[config.mk]
export PLATFORM = sky130hd
export DESIGN_NAME = jump_ctrl
export DESIGN_NICKNAME = d
export VERILOG_FILES = /design/src/rtl/jump_pkg.sv /design/src/rtl/jump_ctrl.sv
export SDC_FILE = /design/constraint.sdc
export NUM_CORES = 1
export LEC_CHECK = 0
export BUFFER_PORTS_ARGS = -buffer_cell sky130_fd_sc_hd__buf_2
export CELL_PAD_IN_SITES_DETAIL_PLACEMENT = 0
export CELL_PAD_IN_SITES_GLOBAL_PLACEMENT = 1
export CORE_UTILIZATION = 33
export DETAILED_ROUTE_END_ITERATION = 7
export HOLD_SLACK_MARGIN = 0.12
export PLACE_DENSITY_LB_ADDON = 0.08
export SLEW_MARGIN = 10
export SYNTH_ARGS = -nofsm -noshare
export SYNTH_HDL_FRONTEND = slang
export SYNTH_SLANG_ARGS = --single-unit
[constraint.sdc]
create_clock -name clk -period 3.1 [get_ports clk]
set_clock_uncertainty 0.15 [all_clocks]
set_input_delay 0.62 -clock clk [delete_from_list [all_inputs] [get_ports clk]]
set_output_delay 0.62 -clock clk [all_outputs]
set_load 0.02 [all_outputs]
[src/rtl/jump_pkg.sv]
// Shared definitions for the jump-command datapath: widths, command codes and
// sequencer state encoding.
package jump_pkg;

    localparam int ADDR_W_DEF    = 11;
    localparam int STK_DEPTH_DEF = 16;

    typedef enum logic [2:0] {
        CMD_NEXT = 3'd0,
        CMD_JMP  = 3'd1,
        CMD_JZ   = 3'd2,
        CMD_CALL = 3'd3,
        CMD_RET  = 3'd4,
        CMD_HALT = 3'd5
    } cmd_e;

    typedef enum logic [1:0] {
        ST_IDLE  = 2'd0,
        ST_RUN   = 2'd1,
        ST_HALT  = 2'd2,
        ST_FAULT = 2'd3
    } state_e;

endpackage

[src/rtl/jump_ctrl.sv]
// Program-counter sequencer: next-PC mux, run/halt/fault FSM and return-stack
// depth tracking. The return-address stack itself is a sibling instance.
//
// state    | meaning
// ---------+--------------------------------------------------------------
// ST_IDLE  | after reset, pc held until start
// ST_RUN   | executing one command per unstalled cycle
// ST_HALT  | HALT retired, pc points past it, start resumes
// ST_FAULT | stack overflow/underflow trapped, sticky until reset
module jump_ctrl
    import jump_pkg::*;
#(
    parameter int ADDR_W    = ADDR_W_DEF,
    parameter int STK_DEPTH = STK_DEPTH_DEF,
    parameter int RESET_PC  = 0,
    localparam int DEPTH_W  = $clog2(STK_DEPTH + 1)
) (
    input  logic               clk,
    input  logic               reset,
    input  logic               start,
    input  logic               stall,
    input  logic [2:0]         cmd,
    input  logic [ADDR_W-1:0]  target,
    input  logic               zero,
    input  logic [ADDR_W-1:0]  stack_out,
    output logic [ADDR_W-1:0]  pc,
    output logic [ADDR_W-1:0]  stack_in,
    output logic               push,
    output logic               pop,
    output logic [DEPTH_W-1:0] depth,
    output logic               halted,
    output logic               fault
);

    localparam logic [DEPTH_W-1:0] DEPTH_FULL = DEPTH_W'(STK_DEPTH);
    localparam logic [ADDR_W-1:0]  PC_INIT    = ADDR_W'(RESET_PC);

    state_e              state_q, state_d;
    logic [ADDR_W-1:0]   pc_q, pc_d;
    logic [DEPTH_W-1:0]  depth_q, depth_d;
    logic [ADDR_W-1:0]   pc_inc;
    logic                run_active;
    logic                stk_full;
    logic                stk_empty;

    assign pc_inc     = pc_q + 1'b1;
    assign run_active = (state_q == ST_RUN) && !stall;
    assign stk_full   = (depth_q == DEPTH_FULL);
    assign stk_empty  = (depth_q == '0);

    always_ff @(posedge clk) begin
        if (reset) begin
            state_q <= ST_IDLE;
            pc_q    <= PC_INIT;
            depth_q <= '0;
        end else begin
            state_q <= state_d;
            pc_q    <= pc_d;
            depth_q <= depth_d;
        end
    end

    always_comb begin
        state_d = state_q;
        pc_d    = pc_q;
        depth_d = depth_q;
        unique case (state_q)
            ST_IDLE: begin
                if (start) state_d = ST_RUN;
            end
            ST_RUN: begin
                if (!stall) begin
                    case (cmd)
                        CMD_JMP: pc_d = target;
                        CMD_JZ:  pc_d = zero ? target : pc_inc;
                        CMD_CALL: begin
                            if (stk_full) begin
                                state_d = ST_FAULT;
                            end else begin
                                pc_d    = target;
                                depth_d = depth_q + 1'b1;
                            end
                        end
                        CMD_RET: begin
                            if (stk_empty) begin
                                state_d = ST_FAULT;
                            end else begin
                                pc_d    = stack_out;
                                depth_d = depth_q - 1'b1;
                            end
                        end
                        CMD_HALT: begin
                            pc_d    = pc_inc;
                            state_d = ST_HALT;
                        end
                        default: pc_d = pc_inc;
                    endcase
                end
            end
            ST_HALT: begin
                if (start) state_d = ST_RUN;
            end
            ST_FAULT: begin
                state_d = ST_FAULT;
            end
            default: state_d = ST_IDLE;
        endcase
    end

    // Strobes are gated by reset so an in-flight CALL/RET never reaches the stack.
    always_comb begin
        push   = 1'b0;
        pop    = 1'b0;
        halted = (state_q == ST_HALT);
        fault  = (state_q == ST_FAULT);
        if (run_active && !reset) begin
            push = (cmd == CMD_CALL) && !stk_full;
            pop  = (cmd == CMD_RET)  && !stk_empty;
        end
    end

    assign pc       = pc_q;
    assign depth    = depth_q;
    assign stack_in = pc_inc;

endmodule

## Word-level counts from Yosys, hierarchy flattened

Index checks and enable logic that the tools add are counted.

- Logic and storage cells: 53
- RAM bits: 0
- Input port bits: 30
- Bits in registers: 18
- Bits in latches: 0
- Memory bits (read-only): 0
- Output and inout bits: 31
- Memories kept: 0

- Bitwise operators: 1
- Shift-type cells: 0
- $lt $le $gt $ge: 0
- Muxes and demuxes: 15
- Reductions and logical operators: 15
- Divide/modulo/power cells: 0
- Add/subtract/negate cells: 3
- Equal/unequal tests: 16
- Multiply operators: 0

Operators by type and width:

| operator | number |
|---|---|
| $pmux 11 s4 | 1 |
| $mux 11 | 3 |
| $pmux 2 s3 | 2 |
| $add 11x1->11 const B | 1 |
| $mux 5 | 2 |
| $pmux 5 s2 | 1 |
| $reduce_and 5->1 | 2 |
| $mux 2 | 4 |
| $eq 3x2->1 const B | 2 |
| $eq 3x3->1 const B | 2 |
| $ne 2x2->1 const B | 3 |
| $ne 3x3->1 const B | 2 |
| $add 5x1->5 const B | 1 |
| $eq 5x5->1 const B | 1 |
| $logic_not 5->1 | 1 |
| $sub 5x1->5 const B | 1 |
| $eq 2x2->1 const B | 2 |
| $logic_and 1x1->1 | 4 |
| $logic_not 1->1 | 4 |
| $ne 4x1->1 const B | 1 |
| $reduce_and 4->1 | 1 |
| $eq 3x1->1 const B | 1 |
| $eq 2x1->1 const B | 1 |
| $logic_not 2->1 | 1 |
| other kinds (5) | 6 |

## Longest topological paths before layout

Gate-level depths: netlist (run 1).

- Word-level depth: 5
- Mapped depth: 9

## Worst setup path before layout (run 1)

OpenSTA, ideal clock, no wires.

- Kind: input port to output port
- From: input port stall
- To: output port pop
- Required time: 2330 ps
- Arrival: 2350 ps
- Setup slack: -20 ps
- Stages: 3
- Cells stage by stage: or3b_2 -> clkbuf_1 -> a2111oi_0

- Cells in the longest elaborated chain, start to end: 4

Ends and longest elaborated chain:

| item | RTL line | RTL |
|---|---|---|
| start, declared | jump_ctrl.sv:21 | `input logic stall,` |
| $logic_not 1->1 | -- |  |
| $logic_and 1x1->1 | jump_ctrl.sv:47 | `assign run_active = (state_q == ST_RUN) && !stall;` |
| $logic_and 1x1->1 | jump_ctrl.sv:116 | `if (run_active && !reset) begin` |
| $mux 1 | jump_ctrl.sv:116 |  |
| end, declared | jump_ctrl.sv:29 | `output logic pop,` |

Every way passes these cells.

## Final worst setup path (run 1)

- From: register pc_q[0], in the netlist pc[0]
- To: output port stack_in[10]

- Cells in the longest elaborated chain, start to end: 1

Ends and longest elaborated chain:

| item | RTL line | RTL |
|---|---|---|
| start, declared | jump_ctrl.sv:39 | `logic [ADDR_W-1:0] pc_q, pc_d;` |
| start signal, assigned | jump_ctrl.sv:58 | `pc_q <= pc_d;` |
| $add 11x1->11 | jump_ctrl.sv:46 | `assign pc_inc = pc_q + 1'b1;` |
| end, declared | jump_ctrl.sv:27 | `output logic [ADDR_W-1:0] stack_in,` |

Every way passes these cells.

==> out/qor.txt, run 1 <==
Outcome = finished clean
Worst path arrival time = 2.14 ns
Comb power frac = 25.3%
Max cap viols = 0
Synth Area per Inst = 8.29 µm²
Initial antenna violation count = 0
Die Footprint = 4530 µm²
Layout cell share with drive strength beyond 1 = 35.9%
CP startpoint kind = flop
Asr flop ratio synth = 0%
Fmax = 344 MHz
Slew Limit Fails = 0
# setup viols final = 0
Post-Syn Nets = 205
First-pass GRT wire length = 6780 µm
Fin nets = 268
Hold path start = state_q[1]
Slew headroom = 58.2%
Top cells by area, synth = dfxtp_1, a311oi_1, a21oi_1, a22oi_1, ha_1
Post-CTS Hold Buffers = 0
Switching part of the total = 31.7%
Core outline area = 4060 µm²
RSZ-0062 raised after global routing = no
Synth top area share = 25.6%
Root buffer cell = clkbuf_8
Grt total ovfl = 0
Worst-Skew Late Latency = 0.26 ns
Cell Area, Synth = 1410 µm²
P per Cell Area = 309 nW/µm²
Setup fix buffers added after clock tree synthesis = 0
Die Wd = 67.3 µm
DR vias/cell = 5.65
End of the worst register-to-register path = pc[10]
CP startpoint = pc[0]
WL/cell = 15.0 µm
Initial core utilization = 34.7%
Sequential share of the synthesized area = 25.6%
Gr usage total = 19.5%
DRT iter0 DRCs = 90
Worst vdd ir = 0.110 mV
Clock Power Share = 30.0%
Register-to-register setup slack = 0.74 ns
Setup TNS = 0 ns
IO Count = 61
Die Height = 67.3 µm
Inserted Diodes = 0
Synth cell count leaders = dfxtp_1, nand2_1, a21oi_1
Routability-driven placement congestion ratio = 0.779
Maximum root-to-sink buffer count = 2
Dpl hpwl = 3140 µm
CP Class = flop to output port
Critical Path Fanout Max = 6
DR vias = 1587
Least-Margin Pin Slew = 0.618 ns
Net Sw Power = 179 µW
Fin crit period = 2.91 ns
WHS = 0.376 ns
Most frequent cell after synthesis = dfxtp_1
Hold crit path type = flop to flop
Vias in the first global route = 1431
Post-synth EDFFs = 0
Cts repair resizes = 0
Endpoint class of the critical path = output port
Netlist cell types = 54
Reg clk slew, reported paths = 0.07 ns
Primary FF master, synth = dfxtp_1
Top cell type by total area after synthesis = dfxtp_1
Routed Antenna Nets = 0
FF+latch count, synth = 18
Worst Reg-to-Reg Cells = 5
PortBufs = 60
P&R area growth vs syn = 29.8%
Worst setup path endpoint = stack_in[10]
Num CTS Buffers = 3
Cell Rows = 23
WL final = 4220 µm
# DRC = 0
Pint = 386 µW
Leakage power = 0.824 nW
Htree depth = 1
Ys Warns = 0
Drt pass-1 iters = 4
Sequential Power Share = 44.7%
Worst EP required = 2.33 ns
Period utilisation layout = 93.7%
Mapped Cells = 170
Pin count of the biggest net entering global routing = 23
Final hold violations = 0
TritonCTS clock tree = built
CTS Sinks = 18
Crit Reg-Reg Startpoint = pc[0]
Tot Pwr = 565 µW
==> power by group through the flow <==
| stage | Clock (mW) | Sequential [mW] | Combinational, mW |
|---|---|---|---|
| after floorplan | 0 | 0.264 | 0.0790 |
| after global placement | 0 | 0.257 | 0.142 |
| after detailed placement | 0 | 0.258 | 0.143 |
| after CTS | 0.176 | 0.252 | 0.144 |
| after global routing | 0.183 | 0.254 | 0.157 |
| final | 0.169 | 0.252 | 0.143 |
==> sequential cells by signal, summed over array words and instances, names as in the netlist <==
register and count:
depth 5, pc 11, state_q 2
==> cells by family after synthesis <==
logic type      count (synthesis)  synth area share, %
simple gates                   55                 23.2
fa+ha+maj                       5                 4.97
compound gates                 62                 33.3
mux                             5                 3.73
flops                          18                 25.6
buf+inv                        18                 4.88
xor+xnor                        7                 4.35
==> critical path, cell delays in order (launching register included) <==
cell	delay, ns
dfxtp_1	0.43
ha_1	0.31
nand4_2	0.22
or4b_4	0.61
xnor2_1	0.15
buf_2	0.18
==> cells in the final DEF (no fill, tap or decap), types with 3 or more instances in the layout <==
cell,count
nand3_1,6
ha_1,4
xnor2_1,5
o32ai_1,4
a21o_1,4
nand2_1,13
dfxtp_1,18
buf_4,6
clkbuf_8,3
a311oi_1,8
mux2i_1,3
a22oi_1,7
nor2_1,7
buf_2,60
o21ai_0,6
o21a_1,3
nor2b_1,4
inv_1,9
or2_2,3
a21oi_1,11
a211oi_1,3
and2_1,3
a32oi_1,3
==> per-stage QoR <==
stage	utilization [%]	setup slack [ns]	instances	instance area [µm²]
5_1_grt	45.1	0.0765	281	1830
6_report	45.1	0.194	281	1830
4_1_cts	45.1	0.184	281	1830
3_5_place_dp	44.0	0.371	278	1790
2_1_floorplan	-	0.227	170	1410
3_3_place_gp	44.0	0.449	278	1790
==> worst min path at each step <==
| stage | cells past startpoint | to | slack, ns |
|---|---|---|---|
| after detailed placement | 2 | state_q[1] | 0.37 |
| final | 2 | state_q[1] | 0.38 |
| after global routing | 2 | state_q[1] | 0.41 |
| after global placement | 2 | pc[10] | 0.36 |
| after CTS | 2 | state_q[1] | 0.38 |
| after floorplan | 2 | state_q[1] | 0.34 |
==> routing by layer <==
layer	GRT usage, %	wire, µm	vias to the layer above
met5	0	0	-
met4	5.32	42	0
met3	3.04	310	5
met2	31.8	1900	67
met1	26.3	1970	733
li1	-	-	782
==> cell type report <==
type	count	area (µm²)
multi-input cells	134	981
clock buffers	3	41.3
flip-flops and latches	18	360
repair buffers	66	345
inverters	10	37.5
well taps	50	62.6
fillers	444	2230
No activity file was read; power rests on OpenSTA's default activity.
==> run 2: changes to the inputs <==
==> constraint.sdc (replaced) <==
create_clock -name clk -period 3.1 [get_ports clk]
set_clock_uncertainty 0.15 [all_clocks]
set_input_delay 0.155 -clock clk [delete_from_list [all_inputs] [get_ports clk]]
set_output_delay 0.155 -clock clk [all_outputs]
set_load 0.02 [all_outputs]
==> out/qor.txt, run 2 (same netlist as run 1, synthesis figures left out) <==
Final cell count without fillers = 286
Routability-driven placement congestion ratio = 0.810
Period utilisation layout = 84.6%
Worst path arrival time = 2.63 ns
P per Cell Area = 321 nW/µm²
Initial antenna violation count = 0
Setup TNS = 0 ns
Sequential Power Share = 41.7%
Inserted Diodes = 0
Cell area after layout = 1890 µm²
# setup viols final = 0
Htree depth = 1
Vias in the first global route = 1472
Bufs and invs on worst path = 3
First-pass GRT wire length = 7040 µm
Die Wd = 67.3 µm
DR vias = 1642
CP cell instances = dlygate4sd3_1, buf_2, nand2b_1, clkinv_1, fa_1, a21o_1, a21oi_1, mux2i_1, a211oi_1
Drt pass-1 iters = 4
CP startpoint kind = input port
Net Sw Power = 189 µW
# DRC = 0
Dpl hpwl = 3170 µm
CP Class = input port to flop
Footprint of the multi-input gates = 980 µm²
Grt total ovfl = 0
# fillers = 425
Fin crit period = 2.62 ns
Placed instance count = 276
Most frequent cells in the layout = buf_2, dfxtp_1, nand2_1
Max reg flops = 11
Maximum root-to-sink buffer count = 2
Pin count of the biggest net entering global routing = 23
Register area = 360 µm²
Routed Antenna Nets = 0
Root buffer cell = clkbuf_8
Switching part of the total = 31.2%
Layout cell share with drive strength beyond 1 = 34.7%
Hold crit path type = input port to flop
Least-Margin Pin Slew = 0.752 ns
Fin nets = 272
P&R area growth vs syn = 33.8%
Crit-path slowest cell = dlygate4sd3_1
Die Footprint = 4530 µm²
Fmax = 381 MHz
Reg clk slew, reported paths = 0.08 ns
PortBufs = 60
WL/cell = 15.5 µm
Outcome = finished clean
Worst vdd ir = 0.132 mV
CP top delay family = buffers and inverters
Slew Limit Fails = 0
Initial core utilization = 34.7%
Gr usage total = 20.7%
Final hold violations = 0
Setup fix buffers added after clock tree synthesis = 0
Die Height = 67.3 µm
Cell Rows = 23
Worst-Skew Late Latency = 0.26 ns
Commonest non-fill, non-tap cell in the layout = buf_2
Max cap viols = 0
Pint = 416 µW
Comb power frac = 24.4%
Worst EP required = 3.10 ns
WHS = 0.130 ns
CTS Sinks = 18
IO Count = 61
Slew headroom = 49.1%
Num CTS Buffers = 3
Endpoint class of the critical path = flop
WL final = 4440 µm
Worst path max stage delay = 0.52 ns
TritonCTS clock tree = built
DR vias/cell = 5.74
DRT iter0 DRCs = 121
Leakage power = 0.851 nW
Clock Power Share = 33.9%
RSZ-0062 raised after global routing = no
Critical Path Fanout Max = 10
Core outline area = 4060 µm²
Dpl cell area = 1770 µm²
## run 2: metrics by stage
stage	setup slack (ns)	util (%)	total power [mW]
finish	0.477	46.5	0.605
global route	0.235	46.5	0.635
CTS	0.486	46.5	0.610
detailed placement	0.662	43.6	0.399
global placement	0.702	43.6	0.397
floorplan	0.679	-	0.343
## run 2: metal layers
metal	up-vias	global-route usage, %	share of wire (%)
met2	66	32.9	44
met4	0	6.12	0.63
li1	792	-	-
met1	780	28.1	49
met3	4	3.89	6.1
met5	-	0	0
## run 2: final cells by class
cell class,instances,area share (%)
multi-input combinational,134,52.0
clock buffer,4,2.92
timing repair buffer,70,20.7
tap,50,3.32
sequential,18,19.1
inverter,10,1.99
## run 2: path summary, 6_finish.rpt
| path | from | end | slack (ns) | depth (start not counted) |
|---|---|---|---|---|
| hold reg to reg | depth[2] | depth[2] | 0.39 | 2 |
| setup reg to reg | pc[0] | pc[10] | 0.81 | 5 |
| hold / removal | target[2] | pc[2] | 0.13 | 3 |
| setup / recovery | cmd[0] | depth[4] | 0.48 | 9 |
## run 2: tightest hold or removal path, cell delays in order
cell and delay (ns):
buf_2 0.08, a221oi_1 0.06, o32ai_1 0.20
## run 2: repair_timing
item | 4_1_cts | 5_1_grt
hold buffers | 6 | 0
gates resized for setup | 0 | 0
endpoints found under the setup margin | 0 | 0
hold endpoints to repair | 4 | 0
## run 2: power groups by stage
stage,combinational (mW),clock (mW),sequential [mW]
final,0.148,0.205,0.252
after global routing,0.161,0.220,0.254
after CTS,0.148,0.210,0.252
after detailed placement,0.141,0,0.258
after global placement,0.140,0,0.257
after floorplan,0.0789,0,0.264
==> run 3: changes to the inputs <==
--- a/config.mk
+++ b/config.mk
@@ -5,10 +5,11 @@
 export SDC_FILE = /design/constraint.sdc
 export NUM_CORES = 1
 export LEC_CHECK = 0
+export ABC_AREA = 1
 export BUFFER_PORTS_ARGS = -buffer_cell sky130_fd_sc_hd__buf_2
 export CELL_PAD_IN_SITES_DETAIL_PLACEMENT = 0
 export CELL_PAD_IN_SITES_GLOBAL_PLACEMENT = 1
-export CORE_UTILIZATION = 33
+export CORE_UTILIZATION = 28
 export DETAILED_ROUTE_END_ITERATION = 7
 export HOLD_SLACK_MARGIN = 0.12
 export PLACE_DENSITY_LB_ADDON = 0.08
==> constraint.sdc (replaced) <==
create_clock -name clk -period 2.4 [get_ports clk]
set_clock_uncertainty 0.15 [all_clocks]
set_input_delay 0.12 -clock clk [delete_from_list [all_inputs] [get_ports clk]]
set_output_delay 0.12 -clock clk [all_outputs]
set_load 0.02 [all_outputs]
==> out/qor.txt, run 3 <==
Worst vdd ir = 0.165 mV
Most frequent cell after synthesis = nand2_1
Grt total ovfl = 0
Sequential share of the synthesized area = 25.1%
DR vias/cell = 4.43
Least-Margin Pin Slew = 0.530 ns
Layout cell share with drive strength beyond 1 = 23.6%
CP startpoint = cmd[2]
Die Height = 73.7 µm
Worst path arrival time = 2.23 ns
Util after Layout = 44.5%
Hold crit path type = input port to flop
Mux cell area share after synthesis = 0%
End of the worst register-to-register path = state_q[1]
Endpoint class of the critical path = flop
Die Footprint = 5430 µm²
Final hold violations = 0
Setup TNS = 0 ns
Fin nets = 371
Place WS = 0.388 ns
Post-Syn Nets = 281
Mapped Cells = 246
Bufs and invs on worst path = 5
Slew headroom = 64.6%
Inserted Diodes = 0
DRT iter0 DRCs = 72
Worst setup path endpoint = depth[4]
Cell Area, Synth = 1440 µm²
Worst-Skew Late Latency = 0.26 ns
FF+latch count, synth = 18
Worst path max stage delay = 0.53 ns
Period utilisation layout = 91.2%
IO Count = 61
Max reg flops = 11
CP top delay family = buffers and inverters
PortBufs = 60
TritonCTS clock tree = built
Synth cell count leaders = nand2_1, nor2_1, inv_1
RSZ-0062 raised after global routing = no
Dpl cell area = 1800 µm²
DR vias = 1779
Cell area after layout = 2140 µm²
Asr flop ratio synth = 0%
Ys Warns = 0
Gr usage total = 18.1%
Post-synthesis simple-gate area fraction = 44.4%
Vias in the first global route = 1707
WL/cell = 11.4 µm
Synth Area in Adders = 4.87%
Fin crit period = 2.19 ns
Fmax = 457 MHz
Dpl hpwl = 3290 µm
P per Cell Area = 419 nW/µm²
Critical Path Fanout Max = 10
Max cap viols = 0
Routability-driven placement congestion ratio = 0.798
CP startpoint kind = input port
Initial antenna violation count = 0
Netlist cell types = 25
Synth Area per Inst = 5.84 µm²
Maximum root-to-sink buffer count = 2
CP Class = input port to flop
WL final = 4590 µm
Main combinational cell family by area after synthesis = simple AND/OR/NAND/NOR gates
Top cells by area, synth = dfxtp_1, nand2_1, nor2_1, nand3_1, inv_1
Crit-path slowest cell = dlygate4sd3_1
Number of stages on the worst setup path = 13
P&R area growth vs syn = 49.1%
# DRC = 0
Leakage power = 1.14 nW
Core outline area = 4820 µm²
WHS = 0.189 ns
CTS Sinks = 18
Initial core utilization = 29.8%
Drt pass-1 iters = 4
Top cell type by total area after synthesis = dfxtp_1
Commonest non-fill, non-tap cell in the layout = nand2_1
Routed Antenna Nets = 0
Pin count of the biggest net entering global routing = 24
Post-synth EDFFs = 0
Synth Area in XOR/XNOR = 4.26%
Outcome = finished clean
Synth top area share = 25.1%
Final worst slack = 0.210 ns
Worst EP required = 2.44 ns
CP cell instances = dlygate4sd3_1, buf_2, nand2_2, clkinvlp_4, buf_4, fa_1, inv_1, nor2_1, nor2_1, nand3_1, nand2_1, nand3_1, a21oi_1
Num CTS Buffers = 3
Most frequent cells in the layout = nand2_1, buf_2, nor2_1
First-pass GRT wire length = 7550 µm
Cell Rows = 25
Post-synthesis compound-gate area fraction = 10.3%
Primary FF master, synth = dfxtp_1
Register-to-register setup slack = 0.41 ns
Slew Limit Fails = 0
Crit Reg-Reg Startpoint = depth[1]
Htree depth = 1
Worst Reg-to-Reg Cells = 8
Root buffer cell = clkbuf_8
Die Wd = 73.7 µm
Reg clk slew, reported paths = 0.08 ns
# setup viols final = 0
==> run 3: cell count changes after synthesis, sizes merged, moves of 7 or more <==
cell,delta
nand3,+24
a311oi,-8
nand2,+56
o21ai,+9
a22oi,-7
inv,+23
nor2,+44
==> run 3: worst min-delay path by stage <==
stage | from | slack (ns) | to | cells after the start
global route | zero | 0.22 | pc[5] | 6
detailed placement | start | 0.25 | state_q[1] | 4
finish | zero | 0.19 | pc[8] | 6
CTS | zero | 0.19 | pc[6] | 6
global placement | start | 0.25 | state_q[1] | 4
floorplan | start | 0.15 | state_q[1] | 3
==> run 3: report_power, final <==
part           total (mW)  switching, mW  internal (mW)
registers           0.346         0.0277          0.318
clock network       0.267          0.120          0.146
logic               0.287          0.166          0.121
==> run 3: kinds of logic after synthesis <==
kind of cell | count (synthesis)
buffers and inverters | 38
XOR/XNOR | 7
flip-flops | 18
AND/OR/NAND/NOR | 152
adder cells (fa/ha/maj) | 5
AO/OA/AOI/OAI | 26
==> run 3: per-stage QoR <==
stage / instances / total power [mW]
after CTS: 401 / 0.907
after detailed placement: 370 / 0.603
after floorplan: 246 / 0.513
after global placement: 370 / 0.606
after global routing: 402 / 0.963
final: 402 / 0.899
==> run 3: final cells by class <==
type                            instances  area (µm²)
Fill cell                             565        2670
Multi-Input combinational cell        190         920
Timing Repair Buffer                   91         601
Sequential cell                        18         360
Inverter                               32         124
Tap cell                               67        83.8
Clock buffer                            4        55.1
==> run 3: repair_timing <==
item                                   CTS  global route
buffers inserted                         0             1
setup endpoints to repair                0             2
hold buffers                            27             0
endpoints found under the hold margin   18             0
resized for setup                        0             2
==> run 3: routing by layer <==
metal	global-route usage, %	up-vias	wire, µm
met5	0	-	0
met4	4.49	0	23
met3	2.33	2	171
met2	30.7	41	2100
met1	24.1	784	2290
li1	-	952	-
==> run 3: worst min-delay path, delay by kind of cell <==
kind	cells	cell delay [ns]
AND/OR/NAND/NOR	3	0.21
buffers and inverters	2	0.13
AO/OA/AOI/OAI	1	0.10
